==> src/rtl/cnn_dma_arbiter.sv <==
// Round-robin arbiter sharing one single-word DMA port between CNN requesters.
// Optional ISSUE-phase abort is enabled by defining DMA_ARB_TIMEOUT_EN.
module cnn_dma_arbiter #(
  parameter int unsigned NUM_REQ   = 4,
  parameter int unsigned DATA_SIZE = 16,
  parameter int unsigned ADDR_SIZE = 16,
  parameter int unsigned TIMEOUT   = 255
) (
  input  logic                           clk,
  input  logic                           reset,
  input  logic [NUM_REQ-1:0]             reqValid,
  input  logic [NUM_REQ-1:0]             reqWrite,
  input  logic [NUM_REQ-1:0]             reqLock,
  input  logic [NUM_REQ*ADDR_SIZE-1:0]   reqAddr,
  input  logic [NUM_REQ*DATA_SIZE-1:0]   reqData,
  output logic [NUM_REQ-1:0]             reqGrant,
  output logic [NUM_REQ-1:0]             reqDone,
  output logic [DATA_SIZE-1:0]           rdData,
  output logic                           dmaEnable,
  output logic                           dmaWrite,
  output logic [ADDR_SIZE-1:0]           dmaAddress,
  output logic [DATA_SIZE-1:0]           dmaInput,
  input  logic                           dmaDone,
  input  logic [DATA_SIZE-1:0]           dmaOutput,
  output logic                           busy,
  output logic                           timeoutErr
);

  localparam int unsigned IDX_W = (NUM_REQ > 1) ? $clog2(NUM_REQ) : 1;

  typedef enum logic [1:0] {
    IDLE  = 2'd0,
    ISSUE = 2'd1,
    DONE  = 2'd2
  } state_t;

  state_t               state_q, state_d;
  logic [IDX_W-1:0]     idx_q, idx_d;
  logic [IDX_W-1:0]     last_idx_q, last_idx_d;
  logic                 lock_valid_q, lock_valid_d;
  logic [IDX_W-1:0]     lock_idx_q, lock_idx_d;

  logic [NUM_REQ-1:0]   grant_d;
  logic [NUM_REQ-1:0]   done_d;
  logic [DATA_SIZE-1:0] rd_data_d;
  logic                 enable_d;
  logic                 write_d;
  logic [ADDR_SIZE-1:0] addr_d;
  logic [DATA_SIZE-1:0] wdata_d;
  logic                 busy_d;

  logic                 sel_found;
  logic [IDX_W-1:0]     sel_idx;

`ifdef DMA_ARB_TIMEOUT_EN
  localparam int unsigned CNT_W = ($clog2(TIMEOUT + 1) > 8) ? $clog2(TIMEOUT + 1) : 8;
  logic [CNT_W-1:0]     cnt_q, cnt_d;
  logic                 err_q, err_d;
`endif

  // Requester selection: a live lock owner wins, else first valid after lastIdx.
  always_comb begin
    int unsigned pos;
    sel_found = 1'b0;
    sel_idx   = last_idx_q;
    pos       = 0;
    if (lock_valid_q && reqValid[lock_idx_q]) begin
      sel_found = 1'b1;
      sel_idx   = lock_idx_q;
    end else begin
      for (int unsigned k = 1; k <= NUM_REQ; k++) begin
        pos = 32'(last_idx_q) + k;
        if (pos >= NUM_REQ) pos = pos - NUM_REQ;
        if (!sel_found && reqValid[pos]) begin
          sel_found = 1'b1;
          sel_idx   = IDX_W'(pos);
        end
      end
    end
  end

  // Next-state and registered-output computation.
  always_comb begin
    state_d      = state_q;
    idx_d        = idx_q;
    last_idx_d   = last_idx_q;
    lock_valid_d = lock_valid_q;
    lock_idx_d   = lock_idx_q;
    grant_d      = reqGrant;
    done_d       = '0;
    rd_data_d    = rdData;
    enable_d     = dmaEnable;
    write_d      = dmaWrite;
    addr_d       = dmaAddress;
    wdata_d      = dmaInput;
`ifdef DMA_ARB_TIMEOUT_EN
    cnt_d        = cnt_q;
    err_d        = err_q;
`endif

    unique case (state_q)
      IDLE: begin
        if (lock_valid_q && !reqValid[lock_idx_q]) lock_valid_d = 1'b0;
        if (sel_found) begin
          idx_d      = sel_idx;
          last_idx_d = sel_idx;
          grant_d    = NUM_REQ'(1) << sel_idx;
          enable_d   = 1'b1;
          write_d    = reqWrite[sel_idx];
          addr_d     = reqAddr[32'(sel_idx)*ADDR_SIZE +: ADDR_SIZE];
          wdata_d    = reqData[32'(sel_idx)*DATA_SIZE +: DATA_SIZE];
`ifdef DMA_ARB_TIMEOUT_EN
          cnt_d      = '0;
`endif
          state_d    = ISSUE;
        end
      end

      ISSUE: begin
        if (dmaDone) begin
          enable_d       = 1'b0;
          done_d[idx_q]  = 1'b1;
          if (!dmaWrite) rd_data_d = dmaOutput;
          state_d        = DONE;
        end
`ifdef DMA_ARB_TIMEOUT_EN
        // dmaDone in the same cycle takes priority over the abort.
        else if (cnt_q == CNT_W'(TIMEOUT - 1)) begin
          enable_d       = 1'b0;
          done_d[idx_q]  = 1'b1;
          rd_data_d      = '0;
          err_d          = 1'b1;
          state_d        = DONE;
        end else begin
          cnt_d = cnt_q + CNT_W'(1);
        end
`endif
      end

      DONE: begin
        grant_d      = '0;
        lock_valid_d = reqLock[idx_q];
        lock_idx_d   = idx_q;
        state_d      = IDLE;
      end

      default: state_d = IDLE;
    endcase

    busy_d = (state_d != IDLE);
  end

  // State and output registers.
  always_ff @(posedge clk) begin
    if (reset) begin
      state_q      <= IDLE;
      idx_q        <= '0;
      last_idx_q   <= IDX_W'(NUM_REQ - 1);
      lock_valid_q <= 1'b0;
      lock_idx_q   <= '0;
      reqGrant     <= '0;
      reqDone      <= '0;
      rdData       <= '0;
      dmaEnable    <= 1'b0;
      dmaWrite     <= 1'b0;
      dmaAddress   <= '0;
      dmaInput     <= '0;
      busy         <= 1'b0;
    end else begin
      state_q      <= state_d;
      idx_q        <= idx_d;
      last_idx_q   <= last_idx_d;
      lock_valid_q <= lock_valid_d;
      lock_idx_q   <= lock_idx_d;
      reqGrant     <= grant_d;
      reqDone      <= done_d;
      rdData       <= rd_data_d;
      dmaEnable    <= enable_d;
      dmaWrite     <= write_d;
      dmaAddress   <= addr_d;
      dmaInput     <= wdata_d;
      busy         <= busy_d;
    end
  end

`ifdef DMA_ARB_TIMEOUT_EN
  // Issue-cycle counter and sticky timeout flag.
  always_ff @(posedge clk) begin
    if (reset) begin
      cnt_q <= '0;
      err_q <= 1'b0;
    end else begin
      cnt_q <= cnt_d;
      err_q <= err_d;
    end
  end

  assign timeoutErr = err_q;
`else
  logic unused_timeout;
  assign unused_timeout = ^TIMEOUT;
  assign timeoutErr     = 1'b0;
`endif

endmodule
==> config.mk <==
export PLATFORM = sky130hd
export DESIGN_NAME = cnn_dma_arbiter
export DESIGN_NICKNAME = d
export VERILOG_FILES = /design/src/rtl/cnn_dma_arbiter.sv
export SDC_FILE = /design/constraint.sdc
export NUM_CORES = 1
export LEC_CHECK = 0
export ABC_AREA = 0
export CAP_MARGIN = 10
export CORE_MARGIN = 5
export CORE_UTILIZATION = 38
export CTS_CLUSTER_DIAMETER = 40
export CTS_CLUSTER_SIZE = 16
export DETAILED_ROUTE_END_ITERATION = 8
export GPL_ROUTABILITY_DRIVEN = 0
export PLACE_DENSITY = 0.89
export SYNTH_ARGS = -nofsm -noshare
export SYNTH_HDL_FRONTEND = slang
export SYNTH_SLANG_ARGS = --single-unit
==> constraint.sdc <==
create_clock -name clk -period 3.3 [get_ports clk]
set_input_delay 0.66 -clock clk [delete_from_list [all_inputs] [get_ports clk]]
set_output_delay 0.66 -clock clk [all_outputs]
set_load 0.05 [all_outputs]
==> summary.txt <==
Floorplan
  • Die X: 108 µm
  • Io pins: 219
  • Core area: 9590 µm²
  • Die area: 11,800 µm²
  • Initial Util: 38.4%
  • DIE HEIGHT: 108 µm
  • Row count: 36

Placed design
  • Detailed Place HPWL: 10,200 µm
  • Placed Area: 5960 µm²
  • Port Buffers: 217
  • Place WS: -37.9 ps
  • Placed Instances: 738

Global routing
  • Met1 GRT Util: 25.6%
  • Met2 Use GR: 39.5%
  • First-pass GRT wire length: 21,000 µm
  • Initial antenna violation count: 0
  • Most Crowded Layer GR: met2
  • Grt met3 use: 4.54%
  • Grt ovf: 0
  • Gr usage total: 22.4%
  • Largest net degree at the start of global routing: 42
  • Vias in the first global route: 4,264

STA
  • Period utilisation layout: 90.9%
  • Final setup violating endpoints: 0
  • RSZ-0062 raised after global routing: false
  • Final Worst Setup Slack: 301 ps
  • Final Hold Fails: 0
  • Slew Limit Headroom: 47.5%
  • Clock skew: 13.0 ps
  • Worst Max-Slew Pin Slew: 787 ps
  • Max Slew Vio Count: 0
  • Min cycle time layout: 3000 ps
  • Maximum clock rate: 0.333 GHz

CTS
  • CTS max path bufs: 2
  • CTS Hold Buffers Added: 0
  • Worst skew pair latency: 340 ps
  • Total CTS buffers: 9
  • CTS Sinks: 68
  • Clk slew on worst S/H paths: 90 ps
  • Root Buffer: clkbuf_8
  • Setup Fix Bufs, Post-CTS: 0
  • CTS tree: done
  • CTS resizes: 0
  • H-tree Lvls: 3

Route
  • Via count: 4,169
  • DR DRC count: 0
  • First-pass DRT Iterations: 5
  • DR WL/cell: 17.9 µm
  • Antenna viol nets, final: 0
  • Vias/cell: 5.53
  • Initial DRC count: 216
  • DRT Wirelength: 13,500 µm

Finish
  • Final std cells w/o fill: 754
  • Commonest non-fill, non-tap cells in the layout: 216 x clkdlybuf4s50_1, 68 x dfxtp_1, 49 x a2111oi_0
  • Design Area, Final: 6160 µm²
  • Commonest non-fill, non-tap cell in the layout: clkdlybuf4s50_1
  • Nets: 775
  • # diodes: 0
  • Finished Core Util: 64.2%
  • Layout cells sized above 1: 7.73%
  • Layout area overhead: 67.3%

Yosys
  • Yosys reg bits: 68
  • Synth Area in Adders: 0%
  • Syn avg cell area: 8.88 µm²
  • Fraction of registers with async set/reset: 0%
  • Synthesized instance count: 415
  • Synth warn: 0
  • Mux cell area share after synthesis: 11.3%
  • Main combinational cell family by area after synthesis: compound AO/OA/AOI/OAI gates
  • Post-synthesis compound-gate area fraction: 30.6%
  • Post-Syn Nets: 574
  • Register area share after synthesis: 37.0%
  • Main synth FF type: dfxtp_1
  • Simple-Gate Fraction of Synth Area: 14.2%
  • Synth Area in XOR/XNOR: 0%
  • Post-synth cell types: 43
  • Mapped Area: 3680 µm²
  • Post-synth EDFFs: 0

Critical path
  • CP bufs+invs: 2
  • Reg2reg setup slack: 610 ps
  • Critical Path Source: reqValid[1]
  • Max incr delay on CP: 540 ps
  • CP Class: input pin to register
  • Crit path cell chain: clkdlybuf4s50_1 > mux2_2 > a22oi_1 > o2111ai_1 > o21ai_2 > buf_4 > a2111oi_0 > a2111oi_1
  • Critical Path RT: 3510 ps
  • Crit-path leading delay family: compound AO/OA/AOI/OAI gates
  • Crit path capture type: register
  • Critical Path AT: 3210 ps
  • R2R Path Start: last_idx_q[1]
  • Largest fanout on the critical path: 17
  • Slowest library cell on the worst path: clkdlybuf4s50_1
  • Worst setup SP type: input pin

Power
  • Switching fraction of total power: 41.6%
  • Combinational Power Share: 48.7%
  • Clk pwr share: 20.5%
  • P_sw: 1.42 mW
  • Static Leak: 2.22 nW
  • Peak supply drop: 307 µV
  • Sequential share of power: 30.7%
  • Int Pwr: 2.00 mW
  • P per Cell Area: 555 nW/µm²

Run status
  • Outcome: completed

Min path
  • HP Class: register to register
  • HP Start: rdData[14]

Flow run
  • Max cap viols: 0
## worst register-to-register path, delay by kind of cell (launching register included)
kind	cells	cell delay, ps
mux	1	390
buf+inv	1	210
flops	1	600
compound gates	5	1370
## synth_stat cells (2+ instances only)
| master | instances | share of area (%) |
|---|---|---|
| mux2_2 | 4 | 1.2 |
| a21boi_0 | 33 | 6.7 |
| nor2b_1 | 2 | 0.34 |
| a2111oi_1 | 17 | 4.6 |
| or3_1 | 2 | 0.34 |
| and2_1 | 3 | 0.51 |
| buf_2 | 8 | 1.1 |
| a311oi_1 | 2 | 0.48 |
| a2111oi_0 | 49 | 12 |
| or2_2 | 3 | 0.51 |
| nand3_1 | 6 | 0.82 |
| nand3b_1 | 3 | 0.61 |
| dfxtp_1 | 68 | 37 |
| nor2_1 | 40 | 4.1 |
| mux2i_1 | 35 | 9.5 |
| nand2b_1 | 7 | 1.2 |
| buf_6 | 2 | 0.61 |
| buf_12 | 2 | 1.1 |
| clkbuf_1 | 29 | 3.0 |
| nand2_1 | 47 | 4.8 |
| buf_4 | 3 | 0.61 |
| a21oi_1 | 29 | 3.9 |
## registers in the layout, summed over array words and instances, names as in the netlist
signal        count
busy              1
dmaAddress       16
dmaEnable         1
dmaInput         16
dmaWrite          1
idx_q             2
last_idx_q        2
lock_idx_q        2
lock_valid_q      1
rdData           16
reqDone           4
reqGrant          4
state_q           2
## cells by family (layout without fill, tap and decap cells)
| family | Yosys count | count (layout) |
|---|---|---|
| AND/OR/NAND/NOR | 118 | 118 |
| AO/OA/AOI/OAI | 143 | 143 |
| multiplexers | 40 | 40 |
| other | 1 | 1 |
| flip-flops | 68 | 68 |
| buffers and inverters | 45 | 251 |
## power groups by stage
stage                     Clock (mW)  Combinational, mW  Sequential [mW]
after detailed placement           0               1.67             1.07
after CTS                      0.718               1.67             1.05
final                          0.702               1.67             1.05
after global placement             0               1.63             1.06
after global routing           0.754               1.77             1.07
after floorplan                    0              0.663             1.45
## metal layers
metal | routed length, µm | vias to the layer above
met5 | 0 | -
met4 | 541 | 0
met1 | 5200 | 1968
met2 | 6780 | 185
li1 | - | 1978
met3 | 945 | 38
## area by class of cell
type                       instances  area [µm²]
sequential                        68        1360
fill                             804        3430
tap                              133         166
clock inverter                     7        75.1
clock buffer                       9         124
timing repair buffer             235        2340
multi-input combinational        302        2100
## path summary, 6_finish.rpt
check,to,depth (start not counted)
worst max-delay path,dmaAddress[2],8
worst min register to register,rdData[14],2
worst min-delay path,rdData[14],2
worst max register to register,dmaAddress[8],7
## per-stage QoR
stage | hold WS (ps) | power (mW) | TNS [ps]
floorplan | 459 | 2.11 | 0
global placement | 441 | 2.69 | 0
detailed placement | 447 | 2.73 | -43.3
CTS | 460 | 3.44 | 0
global route | 474 | 3.59 | 0
finish | 461 | 3.42 | 0
(Power assumes the default switching activity.)
